$ cat src/rtl/serial_add_ctrl_if.sv
// Handshake and operand/result bundle for the bit-serial add/subtract sequencer.
// The master side issues requests; the slave side is the sequencer itself.
interface serial_add_ctrl_if #(
   parameter int WIDTH = 8
);
   logic             start;
   logic             sub;
   logic [WIDTH-1:0] a;
   logic [WIDTH-1:0] b;
   logic             cin;
   logic             busy;
   logic             done;
   logic [WIDTH-1:0] sum;
   logic             cout;
   logic             ovf;

   modport master (
      output start, sub, a, b, cin,
      input  busy, done, sum, cout, ovf
   );

   modport slave (
      input  start, sub, a, b, cin,
      output busy, done, sum, cout, ovf
   );
endinterface

$ cat src/rtl/serial_add_ctrl.sv
// Bit-serial WIDTH-bit adder/subtractor: one full-adder cell and a carry FF
// process one bit per clock, LSB first, behind a start/busy/done handshake.
module serial_add_ctrl #(
   parameter int WIDTH = 8
) (
   input logic              clk,
   input logic              rst_n,
   serial_add_ctrl_if.slave bus
);
   localparam int CW = $clog2(WIDTH);
   localparam int PW = WIDTH - 1;

   typedef enum logic [1:0] {
      IDLE = 2'b00,
      RUN  = 2'b01,
      DONE = 2'b10
   } state_t;

   state_t           state_reg, state_next;
   logic [WIDTH-1:0] a_shift_reg;
   logic [WIDTH-1:0] b_shift_reg;
   logic [PW-1:0]    part_reg;
   logic             carry_reg;
   logic [CW-1:0]    cnt_reg;
   logic [WIDTH-1:0] sum_reg;
   logic             cout_reg;
   logic             ovf_reg;

   logic [WIDTH-1:0] b_load;
   logic             fa_a, fa_b, fa_sum, fa_carry;
   logic             last_bit;
   logic             busy_c, done_c;

   // Subtraction is A + ~B + ~Cin, so B is inverted on the way in.
   genvar gi;
   generate
      for (gi = 0; gi < WIDTH; gi++) begin : g_bload
         assign b_load[gi] = bus.b[gi] ^ bus.sub;
      end
   endgenerate

   assign fa_a     = a_shift_reg[0];
   assign fa_b     = b_shift_reg[0];
   assign fa_sum   = fa_a ^ fa_b ^ carry_reg;
   assign fa_carry = (fa_a & fa_b) | (fa_b & carry_reg) | (fa_a & carry_reg);
   assign last_bit = (cnt_reg == CW'(WIDTH - 1));

   always_ff @(posedge clk or negedge rst_n) begin
      if (!rst_n) begin
         state_reg <= IDLE;
      end else begin
         state_reg <= state_next;
      end
   end

   always_comb begin
      state_next = IDLE;
      busy_c     = 1'b0;
      done_c     = 1'b0;
      case (state_reg)
         IDLE: state_next = bus.start ? RUN : IDLE;
         RUN: begin
            busy_c     = 1'b1;
            state_next = last_bit ? DONE : RUN;
         end
         DONE: begin
            done_c     = 1'b1;
            state_next = IDLE;
         end
         default: state_next = IDLE;
      endcase
   end

   always_ff @(posedge clk or negedge rst_n) begin
      if (!rst_n) begin
         a_shift_reg <= '0;
         b_shift_reg <= '0;
         part_reg    <= '0;
         carry_reg   <= 1'b0;
         cnt_reg     <= '0;
         sum_reg     <= '0;
         cout_reg    <= 1'b0;
         ovf_reg     <= 1'b0;
      end else begin
         case (state_reg)
            IDLE: begin
               if (bus.start) begin
                  a_shift_reg <= bus.a;
                  b_shift_reg <= b_load;
                  carry_reg   <= bus.cin ^ bus.sub;
                  cnt_reg     <= '0;
               end
            end
            RUN: begin
               a_shift_reg <= a_shift_reg >> 1;
               b_shift_reg <= b_shift_reg >> 1;
               carry_reg   <= fa_carry;
               cnt_reg     <= cnt_reg + CW'(1);
               // Holds bits 0..WIDTH-2 once the final bit arrives.
               part_reg    <= PW'({fa_sum, part_reg} >> 1);
               if (last_bit) begin
                  sum_reg  <= {fa_sum, part_reg};
                  cout_reg <= fa_carry;
                  ovf_reg  <= carry_reg ^ fa_carry;
               end
            end
            default: ;
         endcase
      end
   end

   assign bus.busy = busy_c;
   assign bus.done = done_c;
   assign bus.sum  = sum_reg;
   assign bus.cout = cout_reg;
   assign bus.ovf  = ovf_reg;
endmodule

$ cat src/flat_wrapper.sv
// flat-port wrapper written by rule: the top's interface ports become plain ports
module serial_add_ctrl_flat 
#(
   parameter int WIDTH = 8
)
  (clk, rst_n, bus_start, bus_sub, bus_a, bus_b, bus_cin, bus_busy, bus_done, bus_sum, bus_cout, bus_ovf);
  serial_add_ctrl_if #(.WIDTH(WIDTH)) bus_i ();
  input logic clk;
  input logic rst_n;
  input wire logic [$bits(bus_i.start)-1:0] bus_start;
  input wire logic [$bits(bus_i.sub)-1:0] bus_sub;
  input wire logic [$bits(bus_i.a)-1:0] bus_a;
  input wire logic [$bits(bus_i.b)-1:0] bus_b;
  input wire logic [$bits(bus_i.cin)-1:0] bus_cin;
  output wire logic [$bits(bus_i.busy)-1:0] bus_busy;
  output wire logic [$bits(bus_i.done)-1:0] bus_done;
  output wire logic [$bits(bus_i.sum)-1:0] bus_sum;
  output wire logic [$bits(bus_i.cout)-1:0] bus_cout;
  output wire logic [$bits(bus_i.ovf)-1:0] bus_ovf;
  assign bus_i.start = bus_start;
  assign bus_i.sub = bus_sub;
  assign bus_i.a = bus_a;
  assign bus_i.b = bus_b;
  assign bus_i.cin = bus_cin;
  assign bus_busy = bus_i.busy;
  assign bus_done = bus_i.done;
  assign bus_sum = bus_i.sum;
  assign bus_cout = bus_i.cout;
  assign bus_ovf = bus_i.ovf;
  serial_add_ctrl #(.WIDTH(WIDTH)) u_core (.clk(clk), .rst_n(rst_n), .bus(bus_i));
endmodule
$ cat config.mk
export PLATFORM = sky130hd
export DESIGN_NAME = serial_add_ctrl_flat
export DESIGN_NICKNAME = d
export VERILOG_FILES = /design/src/rtl/serial_add_ctrl_if.sv /design/src/rtl/serial_add_ctrl.sv /design/src/flat_wrapper.sv
export SDC_FILE = /design/constraint.sdc
export NUM_CORES = 1
export LEC_CHECK = 0
export CAP_MARGIN = 20
export CORE_MARGIN = 1.5
export CORE_UTILIZATION = 46
export DETAILED_ROUTE_END_ITERATION = 12
export PLACE_DENSITY = 0.75
export SETUP_SLACK_MARGIN = 0.05
export SLEW_MARGIN = 10
export SYNTH_ARGS = -nofsm -noshare
export SYNTH_HDL_FRONTEND = slang
export SYNTH_SLANG_ARGS = --single-unit
$ cat constraint.sdc
create_clock -name clk -period 1.6 [get_ports clk]
set_clock_uncertainty 0.1 [all_clocks]
set_input_delay 0.48 -clock clk [delete_from_list [all_inputs] [get_ports clk]]
set_output_delay 0.48 -clock clk [all_outputs]
set_load 0.01 [all_outputs]
# After elaboration in Yosys (flattened, before gate mapping)
# Cells that the tools add are included.
# op_classes
n_addsub	1
eq_ne	4
n_mux	13
bitwise_logic	17
n_reduce_logical	4
# op_table
operator	n
$pmux W8 S2	2
$mux W8	2
$xor A1 B1 Y1	12
$pmux W3 S2	1
$mux W1	4
$pmux W2 S2	1
$reduce_and A2 Y1	2
$add A3 B1 Y3 const B	1
$and A1 B1 Y1	3
$eq A3 B3 Y1 const B	1
$mux W3	1
$eq A2 B1 Y1 const B	1
$eq A2 B2 Y1 const B	1
$logic_not A2 Y1	1
$mux W2	1
$ne A2 B2 Y1 const B	1
$or A1 B1 Y1	2
$pmux W1 S2	1
$reduce_bool A2 Y1	1
# totals
ff_bits	39
wordCells	48

# Longest topological paths before layout
# logic_depth
ltp_word	4
mapped_depth	6
depth_no_buf	5

# Worst setup path before layout
# Ideal clock, no wire load.
# synth_timing
path_type	register to register
start	reg u_core.cnt_reg[0]
end	reg u_core.cout_reg, in the netlist u_core.bus.cout
setup_time_ns	0.125
t_arrival_ns	1.404
required_time_ns	1.375
setup_slack_ns	-0.029
path_stages_with_launch	6
path_buffers	1
path_cell_list	dfrtp_1 ha_1 ha_1 nand3b_1 buf_2 mux2_2
# synth_via
elab_chain_cells	2
# synth_rtl
item	line_no	text
start: declaration	serial_add_ctrl.sv:24	logic [CW-1:0] cnt_reg;
start signal: assignment	serial_add_ctrl.sv:98	cnt_reg <= cnt_reg + CW'(1);
$eq A3 B3 Y1	serial_add_ctrl.sv:46	assign last_bit = (cnt_reg == CW'(WIDTH - 1));
$reduce_and A2 Y1 (no line)	--	
end signal: assignment	serial_add_ctrl.sv:103	cout_reg <= fa_carry;
end: declaration	serial_add_ctrl.sv:26	logic cout_reg;
# Every way passes these cells.
# A chain may end at the register's enable or synchronous reset.

# Worst setup path in the final report
# layout_timing
start	reg u_core.state_reg[0]
end	out bus_done
# layout_via
elab_chain_cells	2
# layout_rtl
item	line_no	text
start: declaration	serial_add_ctrl.sv:19	state_t state_reg, state_next;
start signal: assignment	serial_add_ctrl.sv:52	state_reg <= state_next;
$eq A2 B2 Y1	serial_add_ctrl.sv:60	case (state_reg)
$mux W1	serial_add_ctrl.sv:60	
end: declaration	flat_wrapper.sv:16	output wire logic [$bits(bus_i.done)-1:0] bus_done;
# Every way passes these cells.

==> results.ini <==
[power_and_ir_drop]
p_per_area_mw_per_mm2 = 1730
total_power_mw = 4.01
vdd.ir_drop.worst_uv = 620
p_leak_nw = 1.10

[logic_synthesis]
synth_cells = 153
synth.most_common_cell = dfrtp_1
synthesis.area_sq_mm = 0.00170
ys_types = 26
syn_area_per_cell_sq_um = 11.1
netlist_top_cells_count = dfrtp_1, nand2_1, o21ai_0, xnor2_1, mux2_2
yosys_warnings = 0
synth-seq-cells = 39
synthesis.nets = 177
synth_flop_cell = dfrtp_1
ys_seq_area_share_pct = 57.4
synth_area_leaders = dfrtp_1, nand2_1, mux2_2
async_flop_share_pct = 100
yosysTopAreaCell = dfrtp_1
synth_edf_count = 0
yosysTopAreaCellShare_pct = 57.4

[routing]
met1_length_um = 1440
drc = 0
num_vias = 1252
wl_per_cell_um = 14.0
met2WireLength_um = 1800
postRouteAntennaNets = 0
dr.pass1.iters = 4
via_per_inst = 5.13
drtIter0Drc = 61
dr_wl_met3_um = 124
finalWirelength_um = 3410
top_layer = met4

[setup_path]
r2r-start = u_core.cnt_reg[0]
cp-startpoint = u_core.state_reg[0]
regToRegSetupSlack_ps = 30
cp.required_ps = 1020
worstPathCellList = nor2b_2, buf_2
critPathMaxStageDelay_ps = 450
end_kind = primary output
r2r_end = u_core.bus.sum[5]
endpoint = bus_done
rr_worst_depth = 5
worst-path-buf-inv = 1
critPathTopFamily = flip-flops
cp.depth = 2
cp_max_fo = 3
slowest_stage = dfrtp_2
critical_path_arrival_ps = 990
critical_path_class = register to primary output
start_kind = register

[global_route]
grt_first_pass_wirelength_um = 6030
grt.overflow.total = 0
antenna_found_initial = 0
grt_pass1_vias = 1358
track_usage_pct = 19.2
grt_max_degree = 26

[flow_run]
max-cap-violations = 0

[place]
port_buffers = 32
pre_cts_ws_ps = -350
place_hpwl_um = 2380
gp_congestion = 0.743

[floorplanning]
core_sq_mm = 0.00344
num_rows = 21
die_y_um = 63.8
start_util_pct = 49.4
ios = 33
fp.dieW_um = 63.8
die_area_sq_mm = 0.00407

[clock_tree]
cts_sinks = 39
cts_root_buf = clkbuf_8
clk_latency_ps = 280
cts_tree = done
clkTransAtPathRegs_ps = 70
htree_levels = 2
holdBufCountCts = 0
clk_path_buf_depth = 2
cts_buffers = 5

[timing]
fmax_mhz = 636
hold_ws_ps = 2.60
rsz0062_at_grt = yes
worst_slew_pin_slew_ps = 376
setup_viol = 0
maxSlewViolCount = 0
finalCriticalPeriod_ps = 1570
setup_tns_ps = 0
hold_viol = 0
layout_setup_ws_ps = 27.9
timing.slew.headroom_pct = 74.9
fin_crit_sh_pct = 98.3

[layout]
final_util_pct = 67.4
nFillCells = 267
syn2layout_area_growth_pct = 36.4
diodes = 0
drive_above_1_share_pct = 22.7
fin_nets = 223

[min_path]
hp-class = input port to async pin

[status]
status = finished clean

[cell usage in the layout (no fill, tap or decap), types with 3 or more instances in the layout]
cell type,n
nand3_1,4
a221o_1,5
mux2_4,9
buf_4,12
nor2_1,7
clkbuf_8,5
nand2_1,34
a221o_2,3
xnor2_1,10
o21ai_0,11
clkdlybuf4s15_1,9
clkdlybuf4s50_1,18
dfrtp_1,38
a22oi_1,6
[kinds of logic (layout without fill, tap and decap cells)]
kind of cell	count (synthesis)	in the layout	share of synthesized area, %
xor+xnor	10	10	5.15
fa+ha+maj	3	3	2.65
buf+inv	12	57	3.75
compound gates	28	28	12.1
mux	9	9	5.96
flops	39	39	57.4
simple gates	52	52	13.0
[layout make-up]
cell class	count	area [sq um]	share of cell area (%)
clock buffers	6	72.6	3.13
repair buffers	48	465	20.1
inverters	3	13.8	0.594
well taps	46	57.6	2.48
flip-flops and latches	39	977	42.1
multi-input cells	102	732	31.6
[worst min path at each step]
stage	from	depth (start not counted)	slack, ps	end
after detailed placement	rst_n	1	320	u_core.a_shift_reg[2]
after global routing	rst_n	1	10	u_core.a_shift_reg[4]
final	rst_n	1	3	u_core.a_shift_reg[4]
after CTS	rst_n	1	5	u_core.a_shift_reg[4]
after floorplan	rst_n	0	80	u_core.a_shift_reg[0]
after global placement	rst_n	1	300	u_core.a_shift_reg[2]
[power breakdown]
group	switching [mW]	leakage (nW)	internal, mW
sequential	0.286	0.499	1.41
clock	0.303	0.0371	0.290
combinational	0.778	0.563	0.940
total	1.37	1.10	2.64
[metrics by stage]
stage                     area (sq um)  std cells
after floorplan                   1710        153
after global routing              2320        244
after CTS                         2250        241
after global placement            2130        233
final                             2320        244
after detailed placement          2130        233
[routing by layer]
layer / vias to the layer above / track usage, %
li1: 610 / -
met1: 610 / 22.2
met2: 26 / 33.5
met3: 6 / 5.81
met4: 0 / 6.52
met5: - / 0
[repair_timing]
item / 4_1_cts / 5_1_grt
endpoints found under the setup margin: 33 / 40
cloned: 1 / 0
buffers inserted: 2 / 3
gates resized for setup: 33 / 19
Power figures use the tool's default switching activity.
